**src/rtl/if_stage.sv**
```systemverilog
// if_stage: instruction fetch stage with stall hold buffer, pending redirect and IF/ID register
module if_stage #(
  parameter logic [31:0] RESET_PC = 32'h0000_3000
) (
  input  logic        clk,
  input  logic        reset,
  input  logic        stall,
  input  logic        PC_MUX_sel,
  input  logic [31:0] NPC_in,
  input  logic [31:0] imem_rdata,
  input  logic        imem_ready,
  output logic        imem_req,
  output logic [31:0] imem_addr,
  output logic [31:0] InstrD,
  output logic [31:0] PC4_D,
  output logic        ValidD
);
  typedef enum logic {FETCH, HOLD} state_t;
  state_t state_q, state_d;
  logic [31:0] pc_q, pc_d, instr_q, instr_d, pc4_q, pc4_d;
  logic [31:0] hold_q, hold_d, pend_pc_q, pend_pc_d;
  logic        valid_q, valid_d, pend_v_q, pend_v_d;
  logic [31:0] pc_plus4, next_pc, word;
  logic        load;
  assign pc_plus4  = pc_q + 32'd4;
  assign next_pc   = (PC_MUX_sel & ~stall) ? NPC_in : pend_v_q ? pend_pc_q : pc_plus4;
  assign load      = ~stall & (state_q == HOLD | imem_ready);
  assign word      = (state_q == HOLD) ? hold_q : imem_rdata;
  assign imem_req  = (state_q == FETCH);
  assign imem_addr = pc_q;
  assign InstrD    = instr_q;
  assign PC4_D     = pc4_q;
  assign ValidD    = valid_q;
  // Next-state: deliver a word, park a word behind a stall, or insert a bubble and remember a redirect
  always_comb begin
    state_d   = state_q;
    pc_d      = pc_q;
    instr_d   = instr_q;
    pc4_d     = pc4_q;
    valid_d   = valid_q;
    hold_d    = hold_q;
    pend_pc_d = pend_pc_q;
    pend_v_d  = pend_v_q;
    if (load) begin
      instr_d  = word;
      pc4_d    = pc_plus4;
      valid_d  = 1'b1;
      pc_d     = next_pc;
      pend_v_d = 1'b0;
      state_d  = FETCH;
    end else if (state_q == FETCH && imem_ready) begin
      hold_d  = imem_rdata;
      state_d = HOLD;
    end else if (state_q == FETCH && !stall) begin
      instr_d = 32'd0;
      pc4_d   = 32'd0;
      valid_d = 1'b0;
      if (PC_MUX_sel) begin
        pend_pc_d = NPC_in;
        pend_v_d  = 1'b1;
      end
    end
  end
  // State registers; reset discards any held word and pending target
  always_ff @(posedge clk or posedge reset) begin
    if (reset) begin
      state_q   <= FETCH;
      pc_q      <= RESET_PC;
      instr_q   <= 32'd0;
      pc4_q     <= 32'd0;
      valid_q   <= 1'b0;
      hold_q    <= 32'd0;
      pend_pc_q <= 32'd0;
      pend_v_q  <= 1'b0;
    end else begin
      state_q   <= state_d;
      pc_q      <= pc_d;
      instr_q   <= instr_d;
      pc4_q     <= pc4_d;
      valid_q   <= valid_d;
      hold_q    <= hold_d;
      pend_pc_q <= pend_pc_d;
      pend_v_q  <= pend_v_d;
    end
  end
endmodule

```
**config.mk**
```make
export PLATFORM = sky130hd
export DESIGN_NAME = if_stage
export DESIGN_NICKNAME = d
export VERILOG_FILES = /design/src/rtl/if_stage.sv
export SDC_FILE = /design/constraint.sdc
export NUM_CORES = 1
export LEC_CHECK = 0
export BUFFER_PORTS_ARGS = -buffer_cell sky130_fd_sc_hd__buf_4
export CORE_MARGIN = 4
export CORE_UTILIZATION = 59
export DETAILED_ROUTE_END_ITERATION = 8
export PLACE_DENSITY_LB_ADDON = 0.1
export SLEW_MARGIN = 25
export SYNTH_ARGS = -nofsm -noshare
export SYNTH_HDL_FRONTEND = slang
export SYNTH_SLANG_ARGS = --single-unit
```
**constraint.sdc**
```tcl
create_clock -name clk -period 17.4 [get_ports clk]
set_input_delay 4.35 -clock clk [delete_from_list [all_inputs] [get_ports clk]]
set_output_delay 4.35 -clock clk [all_outputs]
set_load 0.01 [all_outputs]
```
### Yosys cells after proc, flatten, opt, wreduce, memory -nomap -nowiden

Cells that the tools add are included.

* register bits after elaboration: 163
* output and inout bits: 98
* logic and storage cells: 43

* add/sub/neg operators: 1
* equal/unequal tests: 1
* mux-type cells: 16
* bitwise operators: 7
* reductions and logical operators: 10

Operators by type and width (number)
* $mux 32: 7
* $add 32x3->32 const B: 1
* $mux 1: 9
* $reduce_bool 2->1: 3
* $not 1->1: 4
* $reduce_and 2->1: 2
* $reduce_and 4->1: 1
* $reduce_and 3->1: 1
* $and 1x1->1: 2
* $logic_and 1x1->1: 2
* $ne 2x2->1 const B: 1
* $logic_not 1->1: 1
* $or 1x1->1: 1

### Longest topological paths before layout

* word-level depth: 5
* depth in mapped cells: 8
* gate-level depth less buffers: 6

### Worst setup path before layout

No wires, ideal clock.

* path kind: input port to flip-flop
* from: in imem_ready
* to: reg pend_pc_q[0]
* setup time: 125 ps
* data arrival time: 5495 ps
* required time: 17275 ps
* setup slack: 11780 ps
* stages on the path: 4
* buffers on the path: 2
* cell sequence: clkbuf_1 -> nor3_1 -> buf_2 -> mux2_2

* longest elaborated chain between the ends: 4
* elaborated cells on any way between the ends: 6
* those cells by class: bitwise (4); reduce/logical (2)

RTL lines
* start, declared: RTL line 11 `input logic imem_ready,`
* $or 1x1->1: RTL line 27 `assign load = ~stall & (state_q == HOLD | imem_ready);`
* $and 1x1->1: RTL line 27
* $not 1->1 (no source line)
* $reduce_and 4->1 (no source line) *
* end signal, assigned: RTL line 82 `pend_pc_q <= pend_pc_d;`
* end, declared: RTL line 21 `logic [31:0] hold_q, hold_d, pend_pc_q, pend_pc_d;`

Every way passes the cells marked *; elsewhere a longest branch is shown, timed or not.
A chain may end at the register's enable or synchronous reset.

### Worst setup path after layout

* from: in stall
* to: reg pc_q[14] (netlist: imem_addr[14])

* longest elaborated chain between the ends: 3
* elaborated cells on any way between the ends: 4
* those cells by class: mux (1); bitwise (3)

RTL lines
* start, declared: RTL line 7 `input logic stall,`
* $not 1->1 *: RTL line 26, 27
* $and 1x1->1: RTL line 26 `assign next_pc = (PC_MUX_sel & ~stall) ? NPC_in : pend_v_q ? pend_pc_q : pc_plus4;`
* $mux 32: RTL line 26
* end signal, assigned: RTL line 77 `pc_q <= pc_d;`
* end, declared: RTL line 20 `logic [31:0] pc_q, pc_d, instr_q, instr_d, pc4_q, pc4_d;`

Marks and branches as above.

==> results.toml <==
[outcome]
run_status = "complete, no violations"

[clock_tree]
cts_post_setup_buffers_inserted = 0
hold_buffers = 0
cts.reportedPaths.clkPinSlew_ns = 0.06
clock_tree_root_driver_cell = "sky130_fd_sc_hd__clkbuf_16"
htreeDepth = 4
cts_buffer_depth = 2
cts.repair.resized = 0
insertion_delay_ns = 0.42
clock-sinks = 163
clock_tree_from_tritoncts = "yes"
cts_inserted_buffers = 17

[timing]
slew_hr = 0.344
finClkSkew_ns = 0.00387
rsz0062_at_grt = "false"
hold_slack_ns = 0.480
post_route_clock_period_utilization = 0.371
setup_slack_ns = 10.94
clock.fmax_ghz = 0.155
tightest_slew_ns = 0.984
maxSlewViolCount = 0
report.final.setup_viol = 0
finalHoldViolations = 0
timing.setup.tns_ns = 0
period_needed_ns = 6.46

[placed_design]
dpl-instance-area_um2 = 9080
post-place-ws_ns = 10.52
hpwlAfterDp_mm = 14.3
dp_cells = 1026
io_buffer_count = 166
gp_congestion = 0.858

[setup_path]
critical_path.reg2reg.startpoint = "state_q"
crit_required_ns = 17.71
start_kind = "input port"
timing.critical_path.fanout_max = 103
crit_arrival_ns = 6.76
critPathCaptureType = "flop"
worst-r2r-setup-slack_ns = 14.84
rr_worst_depth = 6
critical_path_class = "in -> reg"
r2r-end = "imem_addr[5]"

[logic_synthesis]
synth-edff-count = 0
ys_warn_count = 0
largest_cells_by_area_after_synthesis = "sky130_fd_sc_hd__dfrtp_1, sky130_fd_sc_hd__mux2_2, sky130_fd_sc_hd__o21ai_0"
yosys.area_share.simple = 0.147
synth_area_per_cell_um2 = 10.6
syn-num-nets = 807
synth_top_area_share = 0.517
synth_largest_area_cell = "sky130_fd_sc_hd__dfrtp_1"
synth-seq-cells = 163
synthDistinctLibCells = 64
synth-xor-area-share = 0.0292
synthArstFlopShare = 1.00
proportion_of_synthesized_area_in_mux_cells = 0.0990
postSynthCellCount = 737
synth_compound_area_frac = 0.161
post_synthesis_instance_area_um2 = 7800
yosys.area_share.adder = 0.00160
postSynth.topFlopCell = "sky130_fd_sc_hd__dfrtp_1"
synth_top_family_by_area = "compound AO/OA/AOI/OAI gates"
synth-seq-area-share = 0.523

[floorplan]
initial_utilization = 0.611
floorplan.io_pins = 167
floorplan.die_area_um2 = 15100
die_outline_width_um = 123
chipHeight_um = 123
design.core.area_um2 = 12800
placementRows = 41

[drt]
drt_wl_total_mm = 21.0
drt-wirelength-per-cell_um = 19.9
detailroute.via_count = 6476
drcViolationCount = 0
drt.antenna.violating_nets = 0
drt_iter0_drc = 770
via_per_inst = 6.13
drt_pass1_iterations = 5

[global_route]
grt_max_degree = 104
grt_use_met2 = 0.435
grt_pass1_wl_mm = 33.5
global_route_met1_usage = 0.402
antenna_found_initial = 0
gr-max-usage-layer = "met2"
number_of_global_route_vias_before_repair = 6467
track_usage = 0.286
use_met3 = 0.0535
grt_overflow_total = 0

[cells_and_area]
final_design_utilization = 0.756
fraction_of_layout_instances_using_a_drive_strength_above_1 = 0.332
finish.net_count = 943
layout.cells.non_filler = 1057
fillCellCount = 874
post_route_cell_area_um2 = 9660
area_delta_synth_final_pct = 23.8
diodes = 0
ff_latch_area_um2 = 4080
multi_input_logic_area_um2 = 3430

[worst_hold_path]
worstHoldStart = "ValidD"
worstHoldEndpoint = "ValidD"
type_of_the_worst_min_delay_path = "reg -> reg"
worstHoldPathCells = 2

[run]
drv_cap = 0

[power_and_ir_drop]
power_total_mw = 1.15
total_power_divided_by_cell_area_nw_per_um2 = 119
power.ir.vdd_worst_uv = 87.2
cellLeakagePower_nw = 4.37
## kinds of logic after synthesis
group           after synthesis
compound gates              205
xor+xnor                     26
fa+ha+maj                     1
buf+inv                      69
flops                       163
mux                          69
simple gates                204
## power breakdown
| group | switching, mW | internal, mW | leakage, nW |
|---|---|---|---|
| logic | 0.129 | 0.133 | 2.09 |
| registers | 0.0728 | 0.453 | 2.00 |
| clock network | 0.144 | 0.221 | 0.282 |
| total | 0.346 | 0.806 | 4.37 |
## synthesized netlist by cell type, types with 2 or more instances
master	instances
sky130_fd_sc_hd__nor2_1	27
sky130_fd_sc_hd__nand4_4	4
sky130_fd_sc_hd__o2bb2ai_1	7
sky130_fd_sc_hd__nand3_1	15
sky130_fd_sc_hd__nor4_4	3
sky130_fd_sc_hd__a22o_1	8
sky130_fd_sc_hd__o311ai_0	2
sky130_fd_sc_hd__and4_1	2
sky130_fd_sc_hd__nand2b_1	5
sky130_fd_sc_hd__and4_4	2
sky130_fd_sc_hd__o22a_1	2
sky130_fd_sc_hd__dfrtp_1	161
sky130_fd_sc_hd__o21ai_1	4
sky130_fd_sc_hd__o21a_1	5
sky130_fd_sc_hd__o21ai_0	71
sky130_fd_sc_hd__nor3_1	5
sky130_fd_sc_hd__nand2_1	79
sky130_fd_sc_hd__o31a_1	2
sky130_fd_sc_hd__o221ai_1	7
sky130_fd_sc_hd__o31ai_1	5
sky130_fd_sc_hd__a21oi_1	57
sky130_fd_sc_hd__o21bai_1	2
sky130_fd_sc_hd__mux2i_1	4
sky130_fd_sc_hd__o22ai_1	10
sky130_fd_sc_hd__o221a_2	3
sky130_fd_sc_hd__nand4_1	8
sky130_fd_sc_hd__buf_1	3
sky130_fd_sc_hd__buf_2	16
sky130_fd_sc_hd__inv_1	11
sky130_fd_sc_hd__nor4_1	4
sky130_fd_sc_hd__mux2_2	65
sky130_fd_sc_hd__and4_2	2
sky130_fd_sc_hd__and3_1	39
sky130_fd_sc_hd__clkinv_1	2
sky130_fd_sc_hd__clkbuf_1	30
sky130_fd_sc_hd__xor2_1	8
sky130_fd_sc_hd__nor2b_1	2
sky130_fd_sc_hd__a31oi_1	3
sky130_fd_sc_hd__o21ai_2	2
sky130_fd_sc_hd__clkbuf_2	4
sky130_fd_sc_hd__xnor2_1	18
sky130_fd_sc_hd__dfstp_2	2
sky130_fd_sc_hd__buf_6	2
sky130_fd_sc_hd__a32oi_1	4
## placed cells by master, fill, tap and decap left out, types with 5 or more instances in the layout
cell type / synthesis / layout
sky130_fd_sc_hd__o221ai_1: 7 / 7
sky130_fd_sc_hd__a22o_1: 8 / 8
sky130_fd_sc_hd__mux2_2: 65 / 65
sky130_fd_sc_hd__nand2b_1: 5 / 5
sky130_fd_sc_hd__and3_1: 39 / 39
sky130_fd_sc_hd__o21ai_0: 71 / 71
sky130_fd_sc_hd__nor2_1: 27 / 27
sky130_fd_sc_hd__dfrtp_1: 161 / 161
sky130_fd_sc_hd__o31ai_1: 5 / 5
sky130_fd_sc_hd__nand2_1: 79 / 79
sky130_fd_sc_hd__inv_1: 11 / 10
sky130_fd_sc_hd__nand4_1: 8 / 8
sky130_fd_sc_hd__o21a_1: 5 / 5
sky130_fd_sc_hd__nand3_1: 15 / 15
sky130_fd_sc_hd__xor2_1: 8 / 8
sky130_fd_sc_hd__buf_4: 1 / 173
sky130_fd_sc_hd__xnor2_1: 18 / 18
sky130_fd_sc_hd__o2bb2ai_1: 7 / 7
sky130_fd_sc_hd__clkbuf_16: 0 / 17
sky130_fd_sc_hd__o22ai_1: 10 / 10
sky130_fd_sc_hd__a21oi_1: 57 / 57
## flip-flops by register name, summed over array words and instances, names as in the netlist
name,count
InstrD,32
PC4_D,32
ValidD,1
hold_q,32
imem_addr,32
pend_pc_q,32
pend_v_q,1
state_q,1
## metal layers
metal | part of all wire | wire length (um) | vias to the layer above
li1 | - | - | 2943
met1 | 0.42 | 8850 | 3134
met2 | 0.47 | 9830 | 346
met3 | 0.083 | 1750 | 53
met4 | 0.028 | 590 | 0
met5 | 0 | 0 | -
## cell type report
type,instances,area share
clock inverter,9,0.0108
tap,172,0.0223
clock buffer,22,0.0491
timing repair buffer,173,0.134
sequential,163,0.423
inverter,13,0.00557
multi-input combinational,505,0.355
## worst max-delay path, cell delays in order
cell and delay [ns]:
sky130_fd_sc_hd__buf_4 0.68, sky130_fd_sc_hd__nand2b_1 0.51, sky130_fd_sc_hd__nand2_1 0.45, sky130_fd_sc_hd__o221a_2 0.39
sky130_fd_sc_hd__a21o_1 0.17, sky130_fd_sc_hd__a22o_1 0.18
## how the worst max path moves through the flow
stage / startpoint / depth (start not counted) / to
6_report: stall / 6 / imem_addr[14]
5_1_grt: stall / 5 / imem_addr[28]
4_1_cts: stall / 6 / imem_addr[14]
3_5_place_dp: stall / 6 / imem_addr[14]
3_3_place_gp: stall / 6 / imem_addr[14]
2_1_floorplan: reset / 1 / InstrD[0]
Power figures use the tool's default switching activity.
